File: src/rtl/capture_sequencer.sv
// capture_sequencer: collects a frame of ADC samples into a small buffer, then
// hands them one at a time, oldest first, to the Arduino word writer.
// Build option: define CAPTURE_CONTINUOUS_EN to make a finished frame restart
// collection with the same latched limit until abort or reset.
//
// state   | meaning
// --------+--------------------------------------------------------------
// IDLE    | waiting for start with a non-zero limit
// COLLECT | adc_req high, storing each adc_valid sample
// TX_LOAD | fetch the next sample into tx_data and launch the writer
// TX_WAIT | waiting for the writer to report tx_done
// DONE    | one-cycle done strobe, then back to IDLE (or COLLECT)
module capture_sequencer #(
  parameter int DATA_W = 12,
  parameter int DEPTH  = 16
) (
  input  logic              clk,
  input  logic              rst,
  input  logic              start,
  input  logic              abort,
  input  logic [4:0]        limit,
  output logic              adc_req,
  input  logic              adc_valid,
  input  logic [DATA_W-1:0] adc_data,
  output logic              tx_start,
  output logic [DATA_W-1:0] tx_data,
  input  logic              tx_done,
  output logic              busy,
  output logic              done
);

  localparam int PTR_W = (DEPTH > 1) ? $clog2(DEPTH) : 1;
  // One extra bit so a count can hold DEPTH itself (a full buffer).
  localparam int CNT_W = PTR_W + 1;

  localparam logic [PTR_W-1:0] PTR_ONE = PTR_W'(1);
  localparam logic [CNT_W-1:0] CNT_ONE = CNT_W'(1);

  localparam logic [2:0] IDLE    = 3'd0;
  localparam logic [2:0] COLLECT = 3'd1;
  localparam logic [2:0] TX_LOAD = 3'd2;
  localparam logic [2:0] TX_WAIT = 3'd3;
  localparam logic [2:0] DONE    = 3'd4;

  logic [2:0]        state;
  logic [CNT_W-1:0]  lim;
  logic [CNT_W-1:0]  lim_sel;
  logic [CNT_W-1:0]  collected;
  logic [CNT_W-1:0]  sent;
  logic [PTR_W-1:0]  wr_ptr;
  logic [PTR_W-1:0]  rd_ptr;
  logic [DATA_W-1:0] sample_mem [DEPTH];

  // Frames longer than the buffer are clipped to the buffer size.
  always_comb begin
    lim_sel = CNT_W'(limit);
    if (32'(limit) > 32'(DEPTH)) lim_sel = CNT_W'(DEPTH);
  end

  assign adc_req = (state == COLLECT);
  assign busy    = (state != IDLE);
  assign done    = (state == DONE);

  // Sample storage; contents are don't-care after reset, so no reset here.
  always_ff @(posedge clk) begin
    if (!abort && state == COLLECT && adc_valid) sample_mem[wr_ptr] <= adc_data;
  end

  // Sequencer state, pointers, counters and the registered writer interface.
  always_ff @(posedge clk or negedge rst) begin
    if (!rst) begin
      state     <= IDLE;
      lim       <= '0;
      collected <= '0;
      sent      <= '0;
      wr_ptr    <= '0;
      rd_ptr    <= '0;
      tx_start  <= 1'b0;
      tx_data   <= '0;
    end else begin
      tx_start <= 1'b0;
      if (abort) begin
        // Abort beats every other event; counters are rebuilt at the next start.
        state <= IDLE;
      end else begin
        case (state)
          IDLE: begin
            if (start && limit != 5'd0) begin
              lim       <= lim_sel;
              collected <= '0;
              sent      <= '0;
              wr_ptr    <= '0;
              rd_ptr    <= '0;
              state     <= COLLECT;
            end
          end
          COLLECT: begin
            if (adc_valid) begin
              wr_ptr    <= wr_ptr + PTR_ONE;
              collected <= collected + CNT_ONE;
              if (collected + CNT_ONE == lim) state <= TX_LOAD;
            end
          end
          TX_LOAD: begin
            tx_data  <= sample_mem[rd_ptr];
            tx_start <= 1'b1;
            rd_ptr   <= rd_ptr + PTR_ONE;
            state    <= TX_WAIT;
          end
          TX_WAIT: begin
            if (tx_done) begin
              sent <= sent + CNT_ONE;
              if (sent + CNT_ONE == lim) state <= DONE;
              else                       state <= TX_LOAD;
            end
          end
          DONE: begin
`ifdef CAPTURE_CONTINUOUS_EN
            collected <= '0;
            sent      <= '0;
            wr_ptr    <= '0;
            rd_ptr    <= '0;
            state     <= COLLECT;
`else
            state     <= IDLE;
`endif
          end
          default: state <= IDLE;
        endcase
      end
    end
  end

endmodule

File: config.mk
export PLATFORM = sky130hd
export DESIGN_NAME = capture_sequencer
export DESIGN_NICKNAME = d
export VERILOG_FILES = /design/src/rtl/capture_sequencer.sv
export SDC_FILE = /design/constraint.sdc
export NUM_CORES = 1
export LEC_CHECK = 0
export CORE_MARGIN = 2
export CORE_UTILIZATION = 39
export CTS_CLUSTER_DIAMETER = 150
export CTS_CLUSTER_SIZE = 24
export DETAILED_ROUTE_END_ITERATION = 12
export PLACE_DENSITY_LB_ADDON = 0.1
export SLEW_MARGIN = 30
export SYNTH_ARGS = -nofsm -noshare
export SYNTH_HDL_FRONTEND = slang
export SYNTH_SLANG_ARGS = --single-unit
export TNS_END_PERCENT = 10
File: constraint.sdc
create_clock -name clk -period 2.05 [get_ports clk]
set_input_delay 0.205 -clock clk [delete_from_list [all_inputs] [get_ports clk]]
set_output_delay 0.205 -clock clk [all_outputs]
set_load 0.01 [all_outputs]
==> key figures <==
GRT
  – Wire length of the first global-routing pass: 33.4 mm
  – Global-route total usage across every layer: between 10% and 20%
  – Overflow left after global routing: 0
  – Vias in the first global route: ~5,200
  – Antenna violations before repair: 0
  – Pin count of the biggest net entering global routing: 27

Clocking
  – Count of clock tree sinks: between 200 and 250
  – Clock input transition at the sequential cells of the worst setup and hold paths: 0.09 ns
  – Number of buffers inserted during clock tree synthesis: 13
  – Maximum count of clock buffers along a single path: 3
  – Number of levels in the clock H-tree: 1
  – Clk Latency, worst-skew pair: around 0.47 ns
  – CTS tree: yes
  – Clock tree root driver cell: sky130_fd_sc_hd__clkbuf_16

Yosys
  – Number of enable flip-flop cells after synthesis: approximately 190
  – Most common cell in the synthesized netlist: sky130_fd_sc_hd__edfxtp_1
  – Commonest cells in the netlist: sky130_fd_sc_hd__edfxtp_1 (192), sky130_fd_sc_hd__mux2i_1 (63), sky130_fd_sc_hd__dfrtp_1 (39)
  – Netlist cell types: 45
  – Most used flip-flop cell after synthesis: sky130_fd_sc_hd__edfxtp_1
  – Cell taking the most area after synthesis: sky130_fd_sc_hd__edfxtp_1
  – Sequential element share of the synthesized area: 70.8%
  – Count of yosys warnings during synthesis: 0
  – Share of async-settable or async-resettable flops after synthesis: 16.9%
  – Netlist Area Pre-Place: between 9000 and 10,000 um2
  – Register bit total from synthesis: ~230
  – Syn_nets: ~590
  – Post-Syn Area per Cell: ~17 um2
  – Cell types with the largest area share after synthesis: sky130_fd_sc_hd__edfxtp_1 (61%), sky130_fd_sc_hd__dfrtp_1 (10%), sky130_fd_sc_hd__mux2i_1 (6.6%)
  – Share of Yosys cell area claimed by the top area cell type: between 60% and 70%
  – Post-Syn Instances: 559

Timing
  – Max-slew violation count: 0
  – Fin worst setup slack: approximately 0.067 ns
  – Worst slew margin relative to its limit: 65.4%
  – Peak clock frequency supported by timing: between 500 and 600 MHz
  – Largest clock skew in the final design: 0.0145 ns
  – Final Hold Viols: 0
  – Number of setup violations in the final report: 0
  – Final critical path time including I/O delays and setup: approximately 2.0 ns
  – Setup repair after global routing missed its margin: no
  – Transition time of the tightest slew-check pin: slightly above 0.5 ns
  – Final critical-path share of the clock period: slightly below 100%

Floorplan
  – Number of standard-cell rows in the floorplan: between 50 and 60
  – Chip Width: between 150 and 200 um
  – Boundary Pins: 39
  – Core Footprint: 24,100 um2
  – Die Y-Extent: ~160 um
  – Effective utilization at floorplan: between 30% and 40%
  – Overall die area: 25,700 um2

Power and ir drop
  – Pleak: 3.78 nW
  – Cell Pwr Density: between 800 and 900 nW/um2
  – Final total power: 9.46 mW
  – Worst voltage drop across the vdd grid: around 0.0004 V

Routing
  – Vias: between 5,000 and 6,000
  – Via count normalized by instance count: 5.19
  – WL final: 21.9 mm
  – Detailed Routing Iterations Pass 1: 4
  – Number of DRC markers after the initial detailed-route iteration: roughly 400
  – Number of nets with antenna violations after detailed routing: 0
  – Routed len/inst: 22.1 um
  – DRC viols: 0

Min path
  – Type of the tightest min-delay check: primary input to asynchronous set/reset pin

Finish
  – End-of-flow core utilization: between 40 and 50%
  – Net count reported at finish: ~700
  – Layout Cells excl Fill: 988
  – Number of fill cells in the layout: between 2,000 and 2,500
  – Number of inserted diodes: 0
  – Area delta synth->final: 18.1%
  – Share of final-layout standard cells stronger than drive strength 1: 20.9%

Place
  – Post-Place Cells: between 900 and 1,000
  – HPWL after detailed placement: roughly 15 mm
  – Global placement routability congestion: 0.768
  – Placement Setup Slack: -0.249 ns
  – IO buf count: 38

Setup path
  – Element type at the critical path start: flip-flop
  – Endpoint arrival time on the critical path: 1.78 ns
  – WP data required: approximately 1.9 ns
  – Top Family by Delay on Critical Path: buffers and inverters
  – Critical path's largest stage delay: ~0.44 ns
  – Ordered cell list for the critical path: buf_4 -> or3_1 -> dlygate4sd2_1
  – Critical setup path kind: flip-flop to primary output
  – CP Capture Type: primary output
  – Cell with the biggest individual delay on the critical path: sky130_fd_sc_hd__dfrtp_1
  – Worst-path fanout max: 10
  – Number of buffers and inverters on the critical path: 2

Run
  – Maximum capacitance violations: 0

Run status
  – Outcome: finished, final reports clean
==> flip-flops by register name, summed over array words and instances, names as in the netlist <==
signal      count
sample_mem    192
tx_data        12
collected       5
lim             5
sent            5
rd_ptr          4
wr_ptr          4
state           3
tx_start        1
==> final timing paths <==
kind / cells past startpoint / end / slack (ns) / start
min in group clk: 3 / lim[1] / 0.33 / limit[1]
min: 2 / lim[0] / 0.17 / rst
max in group asynchronous: 3 / rd_ptr[0] / 1.28 / rst
min reg2reg: 2 / tx_data[4] / 0.53 / tx_data[4]
max reg2reg: 6 / sample_mem[7][8] / 0.13 / state[1]
max: 3 / busy / 0.07 / state[1]
==> report_power, final <==
| part | internal [mW] | switching (mW) | total (mW) |
|---|---|---|---|
| clock network | 1.21 | 1.44 | 2.65 |
| logic | 0.673 | 0.657 | 1.33 |
| registers | 5.30 | 0.184 | 5.49 |
| total | 7.18 | 2.28 | 9.46 |
==> cell usage in the layout (no fill, tap or decap), types with 9 or more instances in the layout <==
master | netlist | final
sky130_fd_sc_hd__nand2_1 | 17 | 17
sky130_fd_sc_hd__mux2i_1 | 63 | 63
sky130_fd_sc_hd__clkdlybuf4s50_1 | 0 | 34
sky130_fd_sc_hd__inv_1 | 9 | 9
sky130_fd_sc_hd__or2_2 | 12 | 12
sky130_fd_sc_hd__and2_1 | 16 | 16
sky130_fd_sc_hd__edfxtp_1 | 192 | 192
sky130_fd_sc_hd__mux4_2 | 24 | 24
sky130_fd_sc_hd__o21ai_0 | 10 | 10
sky130_fd_sc_hd__dfrtp_1 | 39 | 36
sky130_fd_sc_hd__buf_4 | 3 | 59
sky130_fd_sc_hd__clkbuf_16 | 0 | 13
sky130_fd_sc_hd__nor2_1 | 18 | 17
sky130_fd_sc_hd__a31oi_1 | 14 | 14
sky130_fd_sc_hd__buf_12 | 0 | 12
sky130_fd_sc_hd__a21oi_1 | 17 | 17
sky130_fd_sc_hd__a22oi_1 | 24 | 24
==> metrics by stage <==
stage	hold slack (ns)	setup TNS (ns)	instance area [um2]
after floorplan	-0.0906	0	9520
after global placement	0.144	-21.26	10800
after CTS	0.165	0	11200
final	0.173	0	11200
after detailed placement	0.150	-16.56	10800
after global routing	0.192	0	11200
==> routing by layer <==
metal | routed length [um] | track usage (%) | vias to the layer above
met4 | 381 | 3.97 | 0
met3 | 828 | 2.05 | 24
met1 | 10100 | 24.8 | 2622
met2 | 10600 | 28.9 | 109
met5 | 0 | 0 | -
li1 | - | - | 2370
==> worst reg2reg max path, stage by stage (launching register included) <==
cell,delay (ns)
sky130_fd_sc_hd__dfrtp_1,0.44
sky130_fd_sc_hd__nor3_2,0.25
sky130_fd_sc_hd__nand3_2,0.17
sky130_fd_sc_hd__nor3b_2,0.26
sky130_fd_sc_hd__buf_4,0.16
sky130_fd_sc_hd__and2_1,0.19
sky130_fd_sc_hd__buf_12,0.16
==> logic make-up after synthesis <==
family	count (synthesis)	synth area share, %
DFF	231	70.8
and+or+nand+nor	105	6.09
muxes	89	12.6
AOI/OAI and AO/OA	76	5.44
buffers and inverters	35	1.91
xor gates and xnor gates	16	2.21
adders and majority gates	7	0.920
==> cell type report <==
class	count	area [um2]	share of cell area, %
multi-input combinational	293	2620	23.3
tap	324	405	3.61
clock inverter	1	11.3	0.100
clock buffer	20	352	3.13
sequential	231	6750	60.1
timing repair buffer	110	1060	9.48
inverter	9	33.8	0.301
==> repair_timing <==
item                                    4_1_cts  5_1_grt
pin swaps                                     0        0
buffers inserted                              2        0
hold endpoints to repair                     21        0
endpoints found under the setup margin       51      144
gates resized for setup                       7        3
hold buffers                                  1        0
(Power assumes the default switching activity.)
